## config.mk

```make
export PLATFORM = sky130hd
export DESIGN_NAME = clksel_ctrl
export DESIGN_NICKNAME = d
export VERILOG_FILES = /design/src/rtl/clksel_ctrl.sv
export SDC_FILE = /design/constraint.sdc
export NUM_CORES = 1
export LEC_CHECK = 0
export ABC_AREA = 1
export BUFFER_PORTS_ARGS = -buffer_cell sky130_fd_sc_hd__buf_2
export CORE_MARGIN = 4
export CORE_UTILIZATION = 45
export DETAILED_ROUTE_END_ITERATION = 10
export HOLD_SLACK_MARGIN = 0.06
export PLACE_DENSITY = 0.87
export SYNTH_ARGS = -nofsm -noshare
export SYNTH_HDL_FRONTEND = slang
export SYNTH_SLANG_ARGS = --single-unit
```

## constraint.sdc

```tcl
create_clock -name hsclk_in -period 1.5 [get_ports hsclk_in]
set_input_delay 0.075 -clock hsclk_in [delete_from_list [all_inputs] [get_ports hsclk_in]]
set_output_delay 0.075 -clock hsclk_in [all_outputs]
set_load 0.01 [all_outputs]
```

## src/rtl/clksel_ctrl.sv

```systemverilog
//============================================================================
// Module   : clksel_ctrl
// Brief    : CPU clock-speed sequencer. It picks HS or LS and the HS divider,
//            and it only retimes the divider while LS is selected.
//            Optional feature macro: CLKSEL_FORCE_LS_EN (adds force_ls input).
// Revision : 1.0 - initial release
//============================================================================
`default_nettype none

module clksel_ctrl #(
    parameter logic [7:0]  SLOW_PAGE_LO   = 8'h80,
    parameter logic [23:0] CFG_ADDR       = 24'hFF0000,
    parameter int unsigned LS_HOLD_CYCLES = 4,
    parameter int unsigned SETTLE_CYCLES  = 3
) (
    input  logic        hsclk_in,
    input  logic        rst,
    input  logic        cyc_strobe,
    input  logic [23:0] addr,
    input  logic        rnw,
    input  logic [7:0]  wdata,
`ifdef CLKSEL_FORCE_LS_EN
    input  logic        force_ls,
`endif
    output logic        hsclk_sel,
    output logic [1:0]  cpuclk_div_sel,
    output logic        cfg_hit,
    output logic [7:0]  cfg_rdata
);

    localparam logic [3:0] c_HOLD_INIT   = 4'(LS_HOLD_CYCLES);
    localparam logic [3:0] c_SETTLE_INIT = 4'(SETTLE_CYCLES);

    typedef enum logic [1:0] {
        ST_LS     = 2'd0,
        ST_SETTLE = 2'd1,
        ST_HS     = 2'd2
    } state_t;

    state_t      r_state;
    logic        r_turbo_en;
    logic [1:0]  r_div_req;
    logic [1:0]  r_div_sel;
    logic [3:0]  r_hold_cnt;
    logic [3:0]  r_settle_cnt;
    logic        r_hsclk_sel;
    logic        r_cfg_hit;

    logic        w_force;
    logic        w_cfg_acc;
    logic        w_cfg_wr;
    logic        w_slow;
    logic        w_div_mismatch;
    logic [3:0]  w_hold_next;
    logic        w_unused;

`ifdef CLKSEL_FORCE_LS_EN
    assign w_force = force_ls;
`else
    assign w_force = 1'b0;
`endif

    assign w_cfg_acc      = (addr == CFG_ADDR);
    assign w_cfg_wr       = cyc_strobe && w_cfg_acc && !rnw;
    // turbo_en is the registered value: a config write is judged by the old setting
    assign w_slow         = ((addr[23:16] == 8'h00) && (addr[15:8] >= SLOW_PAGE_LO))
                            || !r_turbo_en || w_force;
    assign w_div_mismatch = (r_div_req != r_div_sel);
    assign w_unused       = ^wdata[6:2];

    // Hold counter update shared by LS and SETTLE
    always_comb begin
        w_hold_next = r_hold_cnt;
        if (cyc_strobe) begin
            if (w_slow) begin
                w_hold_next = c_HOLD_INIT;
            end else if (r_hold_cnt != 4'd0) begin
                w_hold_next = r_hold_cnt - 4'd1;
            end
        end
    end

    always_ff @(posedge hsclk_in) begin
        if (rst) begin
            r_state      <= ST_LS;
            r_turbo_en   <= 1'b0;
            r_div_req    <= 2'b11;
            r_div_sel    <= 2'b11;
            r_hold_cnt   <= c_HOLD_INIT;
            r_settle_cnt <= 4'd0;
            r_hsclk_sel  <= 1'b0;
            r_cfg_hit    <= 1'b0;
        end else begin
            if (w_cfg_wr) begin
                r_turbo_en <= wdata[7];
                r_div_req  <= wdata[1:0];
            end
            if (cyc_strobe) begin
                r_cfg_hit <= w_cfg_acc;
            end

            case (r_state)
                ST_LS: begin
                    if (w_div_mismatch) begin
                        r_div_sel    <= r_div_req;
                        r_settle_cnt <= c_SETTLE_INIT;
                        r_state      <= ST_SETTLE;
                    end else if (cyc_strobe && !w_slow && (r_hold_cnt == 4'd0)) begin
                        r_state     <= ST_HS;
                        r_hsclk_sel <= 1'b1;
                    end else begin
                        r_hold_cnt <= w_hold_next;
                    end
                end
                ST_SETTLE: begin
                    r_hold_cnt <= w_hold_next;
                    if (r_settle_cnt <= 4'd1) begin
                        r_settle_cnt <= 4'd0;
                        r_state      <= ST_LS;
                    end else begin
                        r_settle_cnt <= r_settle_cnt - 4'd1;
                    end
                end
                ST_HS: begin
                    // Turbo switched off also drops out of HS without waiting for a strobe
                    if ((cyc_strobe && w_slow) || !r_turbo_en) begin
                        r_state     <= ST_LS;
                        r_hsclk_sel <= 1'b0;
                        r_hold_cnt  <= c_HOLD_INIT;
                    end else if (w_div_mismatch) begin
                        r_state     <= ST_LS;
                        r_hsclk_sel <= 1'b0;
                    end
                end
                default: begin
                    r_state     <= ST_LS;
                    r_hsclk_sel <= 1'b0;
                end
            endcase
        end
    end

    assign hsclk_sel      = r_hsclk_sel;
    assign cpuclk_div_sel = r_div_sel;
    assign cfg_hit        = r_cfg_hit;
    assign cfg_rdata      = {r_turbo_en, w_force, 2'b00, r_state, r_div_req};

endmodule

`default_nettype wire

```

==> results.yml, run 1 <==
clock_tree:
  path_clk_slew_ns: 0.10
  htree_levels: 1
  clock_path_buffers: 2
  numCtsBuffers: 3
  root_buffer: "clkbuf_4"
  cts.sinks: 17
  post_cts_buffers: 0
  worstSkewPairLatency_ns: 0.29
  cts_tree: "yes"
drt:
  vias: 1164
  dr.pass1.iters: 4
  viasPerCell: 4.95
  detail_route.wirelength_um: 2380
  drc: 0
  ant_nets: 0
  avgRoutedWirePerCell_um: 10.1
  drt-initial-drc-count: 24
synth:
  netlist_area_um2: 1090
  synth_compound_area_share_pct: 11.2
  synth_top_area_share_pct: 31.3
  synthAdderAreaFrac_pct: 4.60
  yosysWarnings: 0
  synth_commonest_cells: "36 x nand2_1, 21 x inv_1, 17 x dfxtp_1, 17 x nor2_1, 12 x a21oi_1"
  syn_area_per_cell_um2: 6.67
  netlist_instances: 163
  synthTopCellsByArea: "dfxtp_1 31%, nand2_1 12%, inv_1 7.2%, nor2_1 5.9%, a21oi_1 5.5%"
  synth-async-reset-ratio_pct: 0
  synth_xor_area_share_pct: 1.61
  yosysMostFrequentCell: "nand2_1"
  synth-edff-count: 0
  synth_cell_types: 28
  ys_ff_latch: 17
  synth-simple-area-share_pct: 39.2
  synth_top_family_by_area: "simple AND/OR/NAND/NOR gates"
  muxShareOfSynthArea_pct: 0
  synth-seq-area-share_pct: 31.3
  synthFlopType: "dfxtp_1"
  synth.largest_area_cell: "dfxtp_1"
floorplan:
  die_area_um2: 3270
  initial_utilization_pct: 48.2
  die_x_um: 57.2
  die-height_um: 57.2
  core_area_um2: 2250
  ioPinCount: 48
  row_count: 17
sta:
  finalHoldViolations: 0
  setup_viol: 0
  slew_violations: 0
  period_minus_slack_ns: 1.40
  setup_ws_ns: 0.0955
  rsz0062_at_grt: "false"
  fmax_mhz: 712
  clock_skew_ns: 0.00633
  tns_ns: 0
  min_period_over_period_pct: 93.6
  whs_ns: 0.0679
job:
  maxCapViolCount: 0
critical_path:
  start_kind: "flip-flop"
  r2r_slack_ns: 0.1
  slowest_stage: "dfxtp_1"
  crit-reg2reg-launch: "r_hold_cnt[0]$_SDFFE_PP0P_"
  crit_path_end_kind: "flip-flop"
  critPathMaxFanout: 7
  path_cells: "inv_2 -> ha_1 -> nor3b_4 -> nand3_1 -> nand2_1 -> nand2_2 -> nand2_2 -> nand2_1 -> nand3_1"
  crit_type: "flip-flop to flip-flop"
  slowest_delay_ns: 0.39
  cp.required_ns: 1.67
  r2r_end: "r_hold_cnt[2]$_SDFFE_PP1P_"
  critPathArrivalTime_ns: 1.58
  r2r_cells: 9
worst_hold_path:
  hold_depth: 5
  hp-class: "input port to flip-flop"
  min_from: "wdata[7]"
  hold_end: "r_turbo_en$_SDFFE_PP0P_"
power:
  pwr_density_cell_nw_per_um2: 590
  ir_drop_uv: 341
  p_leak_uw: 0.000699
  power.total_uw: 813
grt:
  grt_pass1_vias: 1021
  antenna_found_initial: 0
  grt_start_max_net_pins: 11
  grt_pass1_wl_um: 3900
  grt_util_all_layers_pct: 14.7
  globalRouteOverflowTotal: 0
placed_design:
  port_buffers: 39
  hpwl_um: 1910
  gp_congestion: 0.792
  dp_cells: 228
  dp_slack_ns: 0.0576
layout:
  areaGrowthSynthToFinish_pct: 26.7
  nets: 248
  antenna_cells: 0
  drive_gt1_share_pct: 32.9
  finalNonFillerCells: 235
run_status:
  outcome: "finished clean"
==> worst max-delay path by stage <==
stage | start | endpoint | slack [ns]
floorplan | r_settle_cnt[0]$_SDFFE_PP0P_ | r_settle_cnt[3]$_SDFFE_PP0P_ | 0.15
global placement | r_hold_cnt[0]$_SDFFE_PP0P_ | r_hold_cnt[1]$_SDFFE_PP0P_ | 0.10
detailed placement | r_hold_cnt[0]$_SDFFE_PP0P_ | r_hold_cnt[3]$_SDFFE_PP0P_ | 0.06
CTS | r_hold_cnt[0]$_SDFFE_PP0P_ | r_hold_cnt[3]$_SDFFE_PP0P_ | 0.04
global route | r_hold_cnt[0]$_SDFFE_PP0P_ | r_hold_cnt[3]$_SDFFE_PP0P_ | 0.01
finish | r_hold_cnt[0]$_SDFFE_PP0P_ | r_hold_cnt[2]$_SDFFE_PP1P_ | 0.1
==> per-stage QoR <==
step / util (%) / instance area, um^2
after floorplan: - / 1090
after global placement: 57.4 / 1290
after detailed placement: 57.4 / 1290
after CTS: 60.0 / 1350
after global routing: 61.1 / 1380
final: 61.1 / 1380
==> timing repair <==
item                       CTS  global route
gates resized for setup      0             8
hold endpoints to repair     3             0
hold buffers                 3             0
setup endpoints to repair    0             6
==> kinds of logic (layout without fill, tap and decap cells) <==
logic type,after synthesis,in the layout
AO/OA/AOI/OAI,21,21
XOR/XNOR,2,2
adder cells (fa/ha/maj),4,4
buffers and inverters,29,71
flip-flops,17,17
other,1,3
AND/OR/NAND/NOR,89,89
==> report_power, final <==
group	internal, uW	switching [uW]	total [uW]
registers	455	4.42	460
clock network	99.2	147	246
logic	55.5	52.1	108
==> state kept, by name, indices dropped and copies added, names as in the netlist <==
register        flops
cfg_hit             1
cpuclk_div_sel      2
hsclk_sel           1
r_div_req           2
r_hold_cnt          4
r_settle_cnt        4
r_state             2
r_turbo_en          1
==> area by class of cell <==
class | count | area (um^2)
repair buffers | 43 | 233
fillers | 207 | 877
multi-input cells | 119 | 649
flip-flops and latches | 17 | 343
well taps | 28 | 35.0
clock buffers | 3 | 22.5
inverters | 24 | 90.1
clock inverters | 1 | 5.00
==> layer usage <==
metal | GRT usage, % | up-vias | wire length (um)
li1 | - | 607 | -
met1 | 16.6 | 504 | 958
met2 | 26.3 | 48 | 1170
met3 | 3.17 | 5 | 215
met4 | 6.62 | 0 | 35
met5 | 0 | - | 0
==> worst max-delay path, delay by kind of cell, from the launching register on <==
family        cells  cell delay (ns)
fa+ha+maj         1             0.19
buf+inv           1             0.06
flops             1             0.39
simple gates      7             0.62
==> layout by cell type, fill, tap and decap left out, drive strengths merged, types with 2 or more instances in the layout <==
cell         Yosys  final
nand2           41     41
buf              5     40
inv             24     24
nor2            21     21
dfxtp           17     17
a21oi           13     13
nand3           11     11
nand4            6      6
nor3             6      6
o21ai            5      5
ha               4      4
conb             1      3
clkbuf           0      3
dlygate4sd3      0      3
o211ai           2      2
Power figures use the tool's default switching activity.
==> inputs of run 2 (changes only) <==
--- a/config.mk
+++ b/config.mk
@@ -5,13 +5,14 @@
 export SDC_FILE = /design/constraint.sdc
 export NUM_CORES = 1
 export LEC_CHECK = 0
-export ABC_AREA = 1
 export BUFFER_PORTS_ARGS = -buffer_cell sky130_fd_sc_hd__buf_2
+export CORE_ASPECT_RATIO = 1.25
 export CORE_MARGIN = 4
 export CORE_UTILIZATION = 45
 export DETAILED_ROUTE_END_ITERATION = 10
 export HOLD_SLACK_MARGIN = 0.06
 export PLACE_DENSITY = 0.87
+export SKIP_LAST_GASP = 1
 export SYNTH_ARGS = -nofsm -noshare
 export SYNTH_HDL_FRONTEND = slang
 export SYNTH_SLANG_ARGS = --single-unit
==> run 2 against run 1 <==
Compared with the run above: the flow now finishes with violations (negative setup slack); largest power group unchanged; utilization increased by 6.6 points; critical path depth shrank 2; register-to-register slack worse by 0.11 ns; critical endpoint unchanged.
==> results.yml, run 2 <==
floorplan:
  initial_utilization_pct: 47.1
  die_x_um: 51.0
  die_area_um2: 3150
  core_area_um2: 2210
  row_count: 19
  die-height_um: 61.8
  ioPinCount: 48
placed_design:
  port_buffers: 39
  gp_congestion: 0.789
  hpwl_um: 2210
  dp_slack_ns: -0.158
  dp_cells: 205
critical_path:
  crit_path_end_kind: "flip-flop"
  slowest_stage: "o31a_2"
  path_cells: "inv_2 -> ha_2 -> nor3b_4 -> nor2_1 -> o31a_2 -> buf_6 -> a32oi_2"
  slowest_delay_ns: 0.36
  r2r_slack_ns: -0.01
  crit_type: "flip-flop to flip-flop"
  r2r_end: "r_hold_cnt[2]$_SDFFE_PP1P_"
  critPathArrivalTime_ns: 1.74
  r2r_cells: 7
  cp.required_ns: 1.73
  start_kind: "flip-flop"
  critPathMaxFanout: 8
  crit-reg2reg-launch: "r_hold_cnt[0]$_SDFFE_PP0P_"
synth:
  synth.largest_area_cell: "dfxtp_1"
  syn_area_per_cell_um2: 8.26
  yosysWarnings: 0
  synth-seq-area-share_pct: 32.7
  synth-async-reset-ratio_pct: 0
  synth_commonest_cells: "17 x dfxtp_1, 13 x nor2_1, 11 x a21oi_1"
  ys_ff_latch: 17
  synth_top_area_share_pct: 32.7
  synthTopCellsByArea: "dfxtp_1 33%, a21oi_1 5.3%, ha_1 4.8%, nor2_1 4.7%, nand2b_1 3.6%"
  netlist_instances: 126
  synthFlopType: "dfxtp_1"
  synth_cell_types: 39
  netlist_area_um2: 1040
  yosysMostFrequentCell: "dfxtp_1"
  synth-edff-count: 0
sta:
  fmax_mhz: 661
  tns_ns: -0.0226
  setup_viol: 2
  period_minus_slack_ns: 1.51
  setup_ws_ns: -0.0121
  finalHoldViolations: 0
  slew_violations: 0
  rsz0062_at_grt: "true"
  min_period_over_period_pct: 101
  clock_skew_ns: 0.00756
drt:
  dr.pass1.iters: 4
  ant_nets: 0
  detail_route.wirelength_um: 2920
  drt-initial-drc-count: 22
  viasPerCell: 5.36
  vias: 1163
  drc: 0
  avgRoutedWirePerCell_um: 13.5
layout:
  areaGrowthSynthToFinish_pct: 43.8
  multi_input_area_um2: 698
  top_regs: "r_hold_cnt: 4 flops, r_settle_cnt: 4 flops"
  final_common_cell: "buf_2"
  final_util_pct: 67.7
  antenna_cells: 0
  regArea_um2: 345
  final_cell_mix: "39 x buf_2, 17 x buf_4, 13 x nor2_1, 13 x dfxtp_1, 9 x a21oi_1"
  num-fill-cells: 187
  nets: 227
  finalNonFillerCells: 217
  drive_gt1_share_pct: 47.3
grt:
  antenna_found_initial: 0
  grt_pass1_vias: 1207
  globalRouteOverflowTotal: 0
  grt_pass1_wl_um: 4980
  grt_util_all_layers_pct: 20.7
  grt_start_max_net_pins: 20
worst_hold_path:
  min_from: "rnw"
  hold_depth: 4
  hold_end: "r_turbo_en$_SDFFE_PP0P_"
  hp-class: "input port to flip-flop"
power:
  pwr_density_cell_nw_per_um2: 539
  p_leak_uw: 0.000646
  power.total_uw: 807
  ir_drop_uv: 485
clock_tree:
  numCtsBuffers: 3
  cts.sinks: 17
  worstSkewPairLatency_ns: 0.31
  root_buffer: "clkbuf_4"
  htree_levels: 1
  cts_tree: "yes"
  path_clk_slew_ns: 0.11
  clock_path_buffers: 2
run_status:
  outcome: "finished, violations left"
  violations: "negative setup slack"
job:
  maxCapViolCount: 0
==> run 2: cell count changes after synthesis, moves of 3 or more <==
cell,change
a211o_1,+3
inv_1,-16
nand2_1,-30
nand2_2,-4
nand2b_1,+6
nand3_1,-7
nand4_1,-3
nor2_1,-4
nor2_2,-4
nor2b_1,+6
nor4_1,+3
==> run 2: cell type report <==
class | instances | area share, %
inverter | 6 | 1.51
tap | 31 | 2.59
clock buffer | 3 | 1.51
multi-input combinational | 99 | 46.7
clock inverter | 1 | 0.334
sequential | 17 | 23.1
timing repair buffer | 60 | 24.3
==> run 2: kinds of logic after synthesis <==
kind of cell / share of synthesized area [%]
compound gates: 20.3
xor+xnor: 1.68
fa+ha+maj: 4.81
buf+inv: 5.77
flops: 32.7
mux: 0.962
other cells: 0.360
simple gates: 33.4
==> run 2: critical path, delay by kind of cell (launching register included) <==
kind            cells  cell delay, ns
compound gates      2            0.51
flops               1            0.34
simple gates        2            0.25
buf+inv             2            0.20
fa+ha+maj           1            0.15
==> run 2: worst max path at each step <==
stage | slack (ns) | depth (start not counted) | from | endpoint
6_report | -0.01 | 7 | r_hold_cnt[0]$_SDFFE_PP0P_ | r_hold_cnt[2]$_SDFFE_PP1P_
5_1_grt | -0.05 | 5 | r_state[1]$_SDFFE_PP0P_ | r_hold_cnt[1]$_SDFFE_PP0P_
4_1_cts | -0.02 | 7 | r_hold_cnt[0]$_SDFFE_PP0P_ | r_hold_cnt[0]$_SDFFE_PP0P_
3_5_place_dp | -0.16 | 6 | addr[11] | r_div_req[0]$_SDFFE_PP1P_
3_3_place_gp | -0.13 | 6 | addr[18] | hsclk_sel$_SDFFE_PP0P_
2_1_floorplan | 0.01 | 5 | addr[18] | hsclk_sel$_SDFFE_PP0P_
==> run 2: timing repair <==
item                       CTS  global route
hold buffers                 3             0
setup endpoints to repair    4             8
pin swaps                    1             3
gates resized for setup      9            12
hold endpoints to repair     3             0
setup buffers                2             3
==> run 2: metrics by stage <==
step	cell area [um^2]	hold slack, ns
6_report	1500	0.130
5_1_grt	1500	0.147
4_1_cts	1450	0.133
3_5_place_dp	1340	0.281
3_3_place_gp	1340	0.279
2_1_floorplan	1050	0.193
==> run 2: metal layers <==
layer  vias to the layer above  share of wire [%]  GRT usage (%)
li1                        567                  -              -
met1                       542                 37           20.1
met2                        45                 54           38.9
met3                         9                6.5           5.25
met4                         0                2.2           14.2
met5                         -                  0              0
==> run 2: power breakdown <==
group          total, uW  internal, uW  switching, uW  leakage, uW
sequential           451           451       0.000124     0.000139
clock                261          99.7            162    0.0000177
combinational       94.6          51.7           42.9     0.000489
total                807           602            204     0.000646
==> inputs of run 3 (changes only) <==
--- a/config.mk
+++ b/config.mk
@@ -8,10 +8,11 @@
 export BUFFER_PORTS_ARGS = -buffer_cell sky130_fd_sc_hd__buf_2
 export CORE_ASPECT_RATIO = 1.25
 export CORE_MARGIN = 4
-export CORE_UTILIZATION = 45
+export CORE_UTILIZATION = 40
+export CTS_BUF_LIST = sky130_fd_sc_hd__clkbuf_4 sky130_fd_sc_hd__clkbuf_8 sky130_fd_sc_hd__clkbuf_16
 export DETAILED_ROUTE_END_ITERATION = 10
 export HOLD_SLACK_MARGIN = 0.06
-export PLACE_DENSITY = 0.87
+export PLACE_DENSITY = 0.8
 export SKIP_LAST_GASP = 1
 export SYNTH_ARGS = -nofsm -noshare
 export SYNTH_HDL_FRONTEND = slang
==> run 3 against run 2 <==
Compared with the run above: the run still ends with negative setup slack left; non-clock buffer count down 2; global-route usage down 2.6 points; sequential share of layout area about the same; via count down 4.6%; power decreased by 0.27%; critical path type unchanged; routed wire length is 3.6% lower.
==> results.yml, run 3 (synthesis gave the netlist of run 2 again) <==
grt:
  grt_pass1_wl_um: 4790
  grt_start_max_net_pins: 20
  grt_util_all_layers_pct: 18.2
  grt_pass1_vias: 1120
  globalRouteOverflowTotal: 0
  antenna_found_initial: 0
run_status:
  violations: "negative setup slack"
  outcome: "finished, violations left"
power:
  clockPowerShare_pct: 32.6
  switchingPower_uw: 182
  p_leak_uw: 0.000641
  p_comb_share_pct: 11.4
  ir_drop_uv: 296
  swShare_pct: 22.7
  p_int_uw: 622
  p_seq_share_pct: 56.0
  pwr_density_cell_nw_per_um2: 539
worst_hold_path:
  hold_depth: 4
  hp-class: "input port to flip-flop"
  min_from: "rnw"
  hold_end: "r_turbo_en$_SDFFE_PP0P_"
sta:
  setup_viol: 1
  min_period_over_period_pct: 101
  rsz0062_at_grt: "true"
  tns_ns: -0.0124
  whs_ns: 0.146
  clock_skew_ns: 0.00729
  setup_ws_ns: -0.0124
  fmax_mhz: 661
  period_minus_slack_ns: 1.51
  slew_violations: 0
  finalHoldViolations: 0
layout:
  finalNonFillerCells: 217
  areaGrowthSynthToFinish_pct: 43.4
  num-fill-cells: 231
  top_regs: "r_hold_cnt: 4 flops, r_settle_cnt: 4 flops"
  final_cell_mix: "39 x buf_2, 15 x buf_4, 14 x dfxtp_1, 13 x nor2_1, 9 x a21oi_1"
  final_common_cell: "buf_2"
  drive_gt1_share_pct: 44.6
  final_util_pct: 60.9
  antenna_cells: 0
  nets: 225
placed_design:
  dp_slack_ns: -0.177
  dp_cells: 208
  hpwl_um: 2130
  gp_congestion: 0.753
  port_buffers: 39
drt:
  detail_route.wirelength_um: 2810
  dr.pass1.iters: 4
  viasPerCell: 5.12
  vias: 1110
  ant_nets: 0
  drt-initial-drc-count: 23
  avgRoutedWirePerCell_um: 13.0
  drc: 0
critical_path:
  start_kind: "flip-flop"
  slowest_delay_ns: 0.40
  r2r_end: "r_hold_cnt[2]$_SDFFE_PP1P_"
  crit_path_end_kind: "flip-flop"
  critPathArrivalTime_ns: 1.72
  r2r_cells: 7
  crit-reg2reg-launch: "r_hold_cnt[0]$_SDFFE_PP0P_"
  crit_type: "flip-flop to flip-flop"
  r2r_slack_ns: -0.01
  critPathMaxFanout: 8
  slowest_stage: "o31a_2"
  path_cells: "inv_2 -> ha_4 -> nor3b_4 -> nor2_1 -> o31a_2 -> buf_6 -> a32oi_2"
  cp.required_ns: 1.71
clock_tree:
  root_buffer: "clkbuf_4"
  clock_path_buffers: 2
  cts_tree: "yes"
  worstSkewPairLatency_ns: 0.28
  path_clk_slew_ns: 0.10
  numCtsBuffers: 3
  cts.sinks: 17
  htree_levels: 1
floorplan:
  row_count: 20
  initial_utilization_pct: 42.4
  die_area_um2: 3490
  die_x_um: 53.6
  die-height_um: 65.0
  ioPinCount: 48
  core_area_um2: 2450
job:
  maxCapViolCount: 0
run 3: cell count changes in the layout (fill, tap and decap cells not counted), sizes merged:
cell | previous run | this run
buf | 57 | 55
clkbuf | 3 | 4
clkinv | 1 | 0
run 3: worst max-delay path, delay by kind of cell, from the launching register on:
kind / cells / cell delay, ns
buf+inv: 2 / 0.21
compound gates: 2 / 0.54
fa+ha+maj: 1 / 0.12
simple gates: 2 / 0.25
flops: 1 / 0.34
run 3: final cells by class:
cell class / instances / area, um^2 / area share (%)
repair buffers: 58 / 349 / 23.4
flip-flops and latches: 17 / 344 / 23.1
well taps: 33 / 41.3 / 2.77
clock buffers: 4 / 30.0 / 2.01
multi-input cells: 99 / 706 / 47.3
inverters: 6 / 22.5 / 1.51
run 3: what timing repair did:
action	4_1_cts	5_1_grt
buffers inserted	1	1
endpoints found under the setup margin	4	9
pin swaps	3	2
hold buffers	3	0
hold endpoints to repair	3	0
resized for setup	13	4
run 3: metal layers:
metal / track usage [%] / routed length, um
met1: 19.9 / 1090
met2: 34.5 / 1530
met3: 2.07 / 167
met4: 5.75 / 30
met5: 0 / 0
run 3: power by group through the flow:
stage	Clock [uW]	Sequential [uW]	Combinational [uW]
floorplan	0	461	35.7
global placement	0	461	76.9
detailed placement	0	461	80.2
CTS	267	451	89.7
global route	287	451	101
finish	262	451	91.8
run 3: per-stage QoR:
step	instance area [um^2]	power [uW]
after floorplan	1050	497
after global placement	1350	538
after detailed placement	1350	542
after CTS	1470	808
after global routing	1490	840
final	1490	805
run 3: how the worst max path moves through the flow:
stage / start / end / cells past startpoint
after detailed placement: addr[18] / r_state[1]$_SDFFE_PP0P_ / 6
after global placement: addr[18] / hsclk_sel$_SDFFE_PP0P_ / 6
after CTS: r_hold_cnt[0]$_SDFFE_PP0P_ / r_hold_cnt[2]$_SDFFE_PP1P_ / 7
after global routing: r_hold_cnt[0]$_SDFFE_PP0P_ / r_hold_cnt[2]$_SDFFE_PP1P_ / 7
after floorplan: addr[18] / hsclk_sel$_SDFFE_PP0P_ / 5
final: r_hold_cnt[0]$_SDFFE_PP0P_ / r_hold_cnt[2]$_SDFFE_PP1P_ / 7
